## src/rtl/lc3b_mem_pkg.sv

```systemverilog
// Shared types and encodings for the LC-3b memory initiator.
package lc3b_mem_pkg;

    typedef enum logic [2:0] {
        IDLE,
        MAR,
        MDR,
        WAIT,
        DONE
    } state_t;

    localparam logic SIZE_BYTE = 1'b1;
    localparam logic SIZE_WORD = 1'b0;
    localparam logic RW_WRITE  = 1'b1;

endpackage

```

## src/rtl/mem_timeout_ctr.sv

```systemverilog
// Loadable down-counter that bounds the wait for memory-ready.
module mem_timeout_ctr #(
    parameter int WIDTH = 5
) (
    input  logic             clk_50,
    input  logic             rst,
    input  logic             i_load,
    input  logic             i_dec,
    input  logic [WIDTH-1:0] i_load_val,
    output logic             o_zero
);

    logic [WIDTH-1:0] r_count;

    always_ff @(posedge clk_50 or posedge rst) begin
        if (rst) begin
            r_count <= '0;
        end else if (i_load) begin
            r_count <= i_load_val;
        end else if (i_dec && (r_count != '0)) begin
            r_count <= r_count - WIDTH'(1);
        end
    end

    assign o_zero = (r_count == '0);

endmodule

```

## src/rtl/mem_initiator.sv

```systemverilog
// Requesting side of the MAR/MDR/R handshake: one load or store at a time,
// all outputs registered so nothing combinational reaches the bus from r.
//
// state | meaning
// IDLE  | accepting a request
// MAR   | ldMar strobe, address on bus_out
// MDR   | ldMdr strobe, store data on bus_out (stores only)
// WAIT  | waiting for r, bounded by the timeout counter
// DONE  | resp_valid pulse, then back to IDLE
module mem_initiator
    import lc3b_mem_pkg::*;
#(
    parameter int TIMEOUT = 32
) (
    input  logic        clk_50,
    input  logic        rst,
    input  logic        req_valid,
    output logic        req_ready,
    input  logic        req_write,
    input  logic        req_byte,
    input  logic [15:0] req_addr,
    input  logic [15:0] req_wdata,
    output logic        resp_valid,
    output logic [15:0] resp_data,
    output logic        resp_err,
    output logic [15:0] bus_out,
    output logic        ldMar,
    output logic        ldMdr,
    output logic        rw,
    output logic        datasize,
    input  logic        r,
    input  logic [15:0] mdr_in
);

    localparam int CW = $clog2(TIMEOUT);
    localparam logic [CW-1:0] LOAD_VAL = CW'(TIMEOUT - 1);

    state_t      r_state;
    logic        r_req_ready;
    logic        r_resp_valid;
    logic [15:0] r_resp_data;
    logic        r_resp_err;
    logic [15:0] r_bus_out;
    logic        r_ld_mar;
    logic        r_ld_mdr;
    logic        r_rw;
    logic        r_datasize;
    logic [15:0] r_wdata;
    logic        r_write;
    logic        r_byte;

    logic w_ctr_load;
    logic w_ctr_dec;
    logic w_ctr_zero;

    // Reload on the last cycle before WAIT so WAIT starts at TIMEOUT-1.
    assign w_ctr_load = ((r_state == MAR) && !r_write) || (r_state == MDR);
    assign w_ctr_dec  = (r_state == WAIT);

    mem_timeout_ctr #(
        .WIDTH (CW)
    ) u_timeout (
        .clk_50     (clk_50),
        .rst        (rst),
        .i_load     (w_ctr_load),
        .i_dec      (w_ctr_dec),
        .i_load_val (LOAD_VAL),
        .o_zero     (w_ctr_zero)
    );

    always_ff @(posedge clk_50 or posedge rst) begin
        if (rst) begin
            r_state      <= IDLE;
            r_req_ready  <= 1'b1;
            r_resp_valid <= 1'b0;
            r_resp_data  <= 16'h0000;
            r_resp_err   <= 1'b0;
            r_bus_out    <= 16'h0000;
            r_ld_mar     <= 1'b0;
            r_ld_mdr     <= 1'b0;
            r_rw         <= 1'b0;
            r_datasize   <= 1'b0;
            r_wdata      <= 16'h0000;
            r_write      <= 1'b0;
            r_byte       <= 1'b0;
        end else begin
            r_ld_mar     <= 1'b0;
            r_ld_mdr     <= 1'b0;
            r_resp_valid <= 1'b0;
            case (r_state)
                IDLE: begin
                    if (req_valid) begin
                        r_wdata     <= req_wdata;
                        r_write     <= req_write;
                        r_byte      <= req_byte;
                        r_req_ready <= 1'b0;
                        r_resp_data <= 16'h0000;
                        if (!req_byte && req_addr[0]) begin
                            r_state      <= DONE;
                            r_resp_valid <= 1'b1;
                            r_resp_err   <= 1'b1;
                        end else begin
                            r_state    <= MAR;
                            r_ld_mar   <= 1'b1;
                            r_bus_out  <= req_addr;
                            r_rw       <= req_write ? RW_WRITE : ~RW_WRITE;
                            r_datasize <= req_byte ? SIZE_BYTE : SIZE_WORD;
                            r_resp_err <= 1'b0;
                        end
                    end
                end
                MAR: begin
                    if (r_write) begin
                        r_state   <= MDR;
                        r_ld_mdr  <= 1'b1;
                        r_bus_out <= r_byte ? {8'h00, r_wdata[7:0]} : r_wdata;
                    end else begin
                        r_state <= WAIT;
                    end
                end
                MDR: begin
                    r_state <= WAIT;
                end
                WAIT: begin
                    // Ready takes priority over an expiring counter.
                    if (r) begin
                        r_state      <= DONE;
                        r_resp_valid <= 1'b1;
                        r_resp_err   <= 1'b0;
                        r_resp_data  <= r_write ? 16'h0000 : mdr_in;
                        r_rw         <= 1'b0;
                    end else if (w_ctr_zero) begin
                        r_state      <= DONE;
                        r_resp_valid <= 1'b1;
                        r_resp_err   <= 1'b1;
                        r_resp_data  <= 16'h0000;
                        r_rw         <= 1'b0;
                    end
                end
                DONE: begin
                    r_state     <= IDLE;
                    r_req_ready <= 1'b1;
                    r_rw        <= 1'b0;
                    r_datasize  <= 1'b0;
                end
                default: begin
                    r_state     <= IDLE;
                    r_req_ready <= 1'b1;
                end
            endcase
        end
    end

    assign req_ready  = r_req_ready;
    assign resp_valid = r_resp_valid;
    assign resp_data  = r_resp_data;
    assign resp_err   = r_resp_err;
    assign bus_out    = r_bus_out;
    assign ldMar      = r_ld_mar;
    assign ldMdr      = r_ld_mdr;
    assign rw         = r_rw;
    assign datasize   = r_datasize;

endmodule

```

## config.mk

```make
export PLATFORM = sky130hd
export DESIGN_NAME = mem_initiator
export DESIGN_NICKNAME = d
export VERILOG_FILES = /design/src/rtl/lc3b_mem_pkg.sv /design/src/rtl/mem_timeout_ctr.sv /design/src/rtl/mem_initiator.sv
export SDC_FILE = /design/constraint.sdc
export NUM_CORES = 1
export LEC_CHECK = 0
export CAP_MARGIN = 15
export CORE_MARGIN = 2
export CORE_UTILIZATION = 50
export CTS_CLUSTER_DIAMETER = 40
export CTS_CLUSTER_SIZE = 20
export DETAILED_ROUTE_END_ITERATION = 10
export PLACE_DENSITY = 0.88
export SYNTH_ARGS = -nofsm -noshare
export SYNTH_HDL_FRONTEND = slang
export SYNTH_SLANG_ARGS = --single-unit
```

## constraint.sdc

```tcl
create_clock -name clk_50 -period 3.6 [get_ports clk_50]
set_input_delay 1.08 -clock clk_50 [delete_from_list [all_inputs] [get_ports clk_50]]
set_output_delay 1.08 -clock clk_50 [all_outputs]
set_load 0.01 [all_outputs]
```

==> flow_metrics.env <==
export IMPL_syn_area_per_cell_um2=11.18
export IMPL_synth_largest_area_cell="dfrtp_1"
export IMPL_numPortBuffers=92
export IMPL_slew_headroom=0.5233
export IMPL_highest_layer="met4"
export IMPL_io_pins=93
export IMPL_die_x_um=80.10
export IMPL_cp_data_required_time_ns=3.82
export IMPL_slew_viol_final=0
export IMPL_grt_pass1_wl_um=11030
export IMPL_p_leak_nw=1.836
export IMPL_worstSetupStartpointType="input pin"
export IMPL_worst_slew_pin_slew_ns=0.7133
export IMPL_initial_core_util=0.5226
export IMPL_first_iter_violations=94
export IMPL_fp_dieArea_mm2=0.006415
export IMPL_cts_htree_levels=3
export IMPL_path_max_fanout=16
export IMPL_skew_ns=0.004124
export IMPL_clkPwrFrac=0.182
export IMPL_cts_buffer_depth=2
export IMPL_vdd_ir_drop_max_v=0.0003884
export IMPL_dp_hpwl_um=4734
export IMPL_synth_top_area_frac=0.5532
export IMPL_yosysSeqAreaShare=0.5622
export IMPL_syn_num_nets=314
export IMPL_rows=27
export IMPL_wl_met2_um=3095
export IMPL_crit_path_end_kind="flop"
export IMPL_numCtsBuffers=9
export IMPL_fmax_mhz=381.2
export IMPL_antenna_left=0
export IMPL_antenna_found_initial=0
export IMPL_first_pass_iters=4
export IMPL_grt_util_all_layers=0.2292
export IMPL_synth_edf_count=0
export IMPL_wl_per_cell_um=15.24
export IMPL_p_sw_mw=1.137
export IMPL_route_detailed_drc=0
export IMPL_setup_viol=0
export IMPL_ys_top_cells_by_count="dfrtp_1, nand2_1, mux2_2"
export IMPL_syn_to_final_growth_pct=39.89
export IMPL_rsz0062_at_grt="no"
export IMPL_layout_nets=408
export IMPL_status="finished, final reports clean"
export IMPL_clk_latency_ns=0.34
export IMPL_syn_area_mm2=0.002895
export IMPL_p_int_mw=2.210
export IMPL_die_y_um=80.10
export IMPL_p_sw_frac=0.3396
export IMPL_post_route_period_util=0.7286
export IMPL_synthDistinctLibCells=40
export IMPL_yosys_warnings=0
export IMPL_cts_tree="built"
export IMPL_hp_class="flop to flop"
export IMPL_tns_ns=0
export IMPL_clk_root_buffer_cell="clkbuf_8"
export IMPL_dr_wl_met3_um=625
export IMPL_yosysMostFrequentCell="dfrtp_1"
export IMPL_hold_violations=0
export IMPL_synthAdderAreaFrac=0.004322
export IMPL_synth_main_ff_cell="dfrtp_1"
export IMPL_total_power_mw=3.347
export IMPL_wl_um=6537
export IMPL_holdBufCountCts=0
export IMPL_vias=2230
export IMPL_drive_above_1_share=0.1261
export IMPL_post_cts_setup_buffer_count=0
export IMPL_gp_congestion=0.7410
export IMPL_power_per_cell_area_mw_per_mm2=826.3
export IMPL_clk_pin_slew_ns=0.06
export IMPL_synth_simple_area_share=0.1958
export IMPL_met1_length_um=2767
export IMPL_syn_instance_count=259
export IMPL_numClockSinks=65
export IMPL_maxCapViolCount=0
export IMPL_num_antenna_cells=0
export IMPL_power_frac_comb=0.425
export IMPL_first_global_vias=2326
export IMPL_core_mm2=0.005540
export IMPL_seq_power_share=0.393
export IMPL_ys_ff_latch=65
export IMPL_grt_max_degree=28
export IMPL_synth_compound_area_frac=0.09896
export IMPL_netlist_top_cells_area="dfrtp_1, nand2_1, mux2_2"
export IMPL_cts_resized=0
export IMPL_fin_crit_ns=2.623
export IMPL_via_per_inst=5.198
export IMPL_synthArstFlopShare=1.000
export IMPL_criticalPathCategory="input pin to flop"
export IMPL_synth_top_family_by_area="simple AND/OR/NAND/NOR gates"
export IMPL_cp_arrival_ns=2.84
export IMPL_synth_xor_area_frac=0.003025
export IMPL_overflow=0
export IMPL_synthMuxAreaShare=0.09334
critical path, cell delays in order:
cell and delay [ns]:
clkdlybuf4s50_1 0.54, nand2b_4 0.08, and3b_1 0.23, o21ai_4 0.50, mux2_2 0.41
worst paths after layout:
path                             start          end  slack, ns  cells past startpoint
setup / recovery           req_addr[0]   bus_out[4]       0.98                      5
hold / removal              r_wdata[6]   r_wdata[6]       0.47                      2
setup reg to reg            r_state[0]   bus_out[4]       1.56                      3
hold reg to reg             r_wdata[6]   r_wdata[6]       0.47                      2
max in group asynchronous          rst    req_ready       1.90                      3
min in group asynchronous          rst  bus_out[11]       1.03                      2
kinds of logic (layout without fill, tap and decap cells):
group | count (synthesis) | count (layout)
xor gates and xnor gates | 1 | 1
muxes | 24 | 24
buffers and inverters | 24 | 122
adders and majority gates | 1 | 1
DFF | 65 | 65
and+or+nand+nor | 107 | 107
AOI/OAI and AO/OA | 37 | 37
routing by layer:
| metal | vias to the layer above | GRT usage |
|---|---|---|
| met2 | 100 | 0.3608 |
| met5 | - | 0 |
| met4 | 0 | 0.06949 |
| li1 | 1073 | - |
| met1 | 1052 | 0.2842 |
| met3 | 5 | 0.1034 |
area by class of cell:
type	instances	area [um^2]
sequential	65	1628
fill	396	1490
multi-input combinational	170	1145
tap	72	90.09
inverter	11	41.29
clock inverter	3	40.04
timing repair buffer	96	950.9
clock buffer	12	155.1
power by group through the flow:
stage	Clock [mW]	Sequential, mW	Combinational, mW
floorplan	0	1.33	0.813
global placement	0	1.30	1.39
detailed placement	0	1.32	1.43
CTS	0.625	1.31	1.44
global route	0.662	1.36	1.57
finish	0.608	1.32	1.42
registers in the layout, summed over array words and instances (netlist names):
name               flops
r_byte                 1
rw                     1
r_wdata               16
resp_err               1
r_write                1
resp_data             16
u_timeout.r_count      5
ldMar                  1
r_state                3
resp_valid             1
bus_out               16
req_ready              1
ldMdr                  1
datasize               1
through the flow:
step / instance area (um^2) / instances / setup slack (ns) / hold slack, ns / utilization
6_report: 4050 / 429 / 0.9770 / 0.4719 / 0.7310
5_1_grt: 4050 / 429 / 0.9321 / 0.4973 / 0.7310
4_1_cts: 4050 / 429 / 0.9936 / 0.4727 / 0.7310
3_5_place_dp: 3855 / 414 / 0.6237 / 0.4568 / 0.6958
3_3_place_gp: 3855 / 414 / 0.6794 / 0.4523 / 0.6958
2_1_floorplan: 2895 / 259 / 0.8952 / 0.4401 / -
layout by cell type, fill, tap and decap left out, drive strengths merged:
cell / netlist / layout
o21ai: 13 / 13
nor4b: 3 / 3
mux2: 24 / 24
nor3: 4 / 4
dfrtp: 64 / 64
or2b: 1 / 1
or3: 3 / 3
clkdlybuf4s50: 0 / 92
nand3: 4 / 4
nor2: 8 / 8
a211oi: 1 / 1
and2: 3 / 3
nand2b: 3 / 3
nor2b: 1 / 1
nand4: 1 / 1
clkinv: 0 / 2
o211ai: 1 / 1
a21oi: 1 / 1
nor3b: 2 / 2
and3b: 2 / 2
inv: 11 / 11
buf: 9 / 4
xnor2: 1 / 1
o31ai: 2 / 2
nand2: 62 / 62
dfstp: 1 / 1
a22o: 16 / 16
nand3b: 10 / 10
ha: 1 / 1
clkbuf: 4 / 12
o22ai: 2 / 2
a32oi: 1 / 1
bufinv: 0 / 1
(Power assumes the default switching activity.)
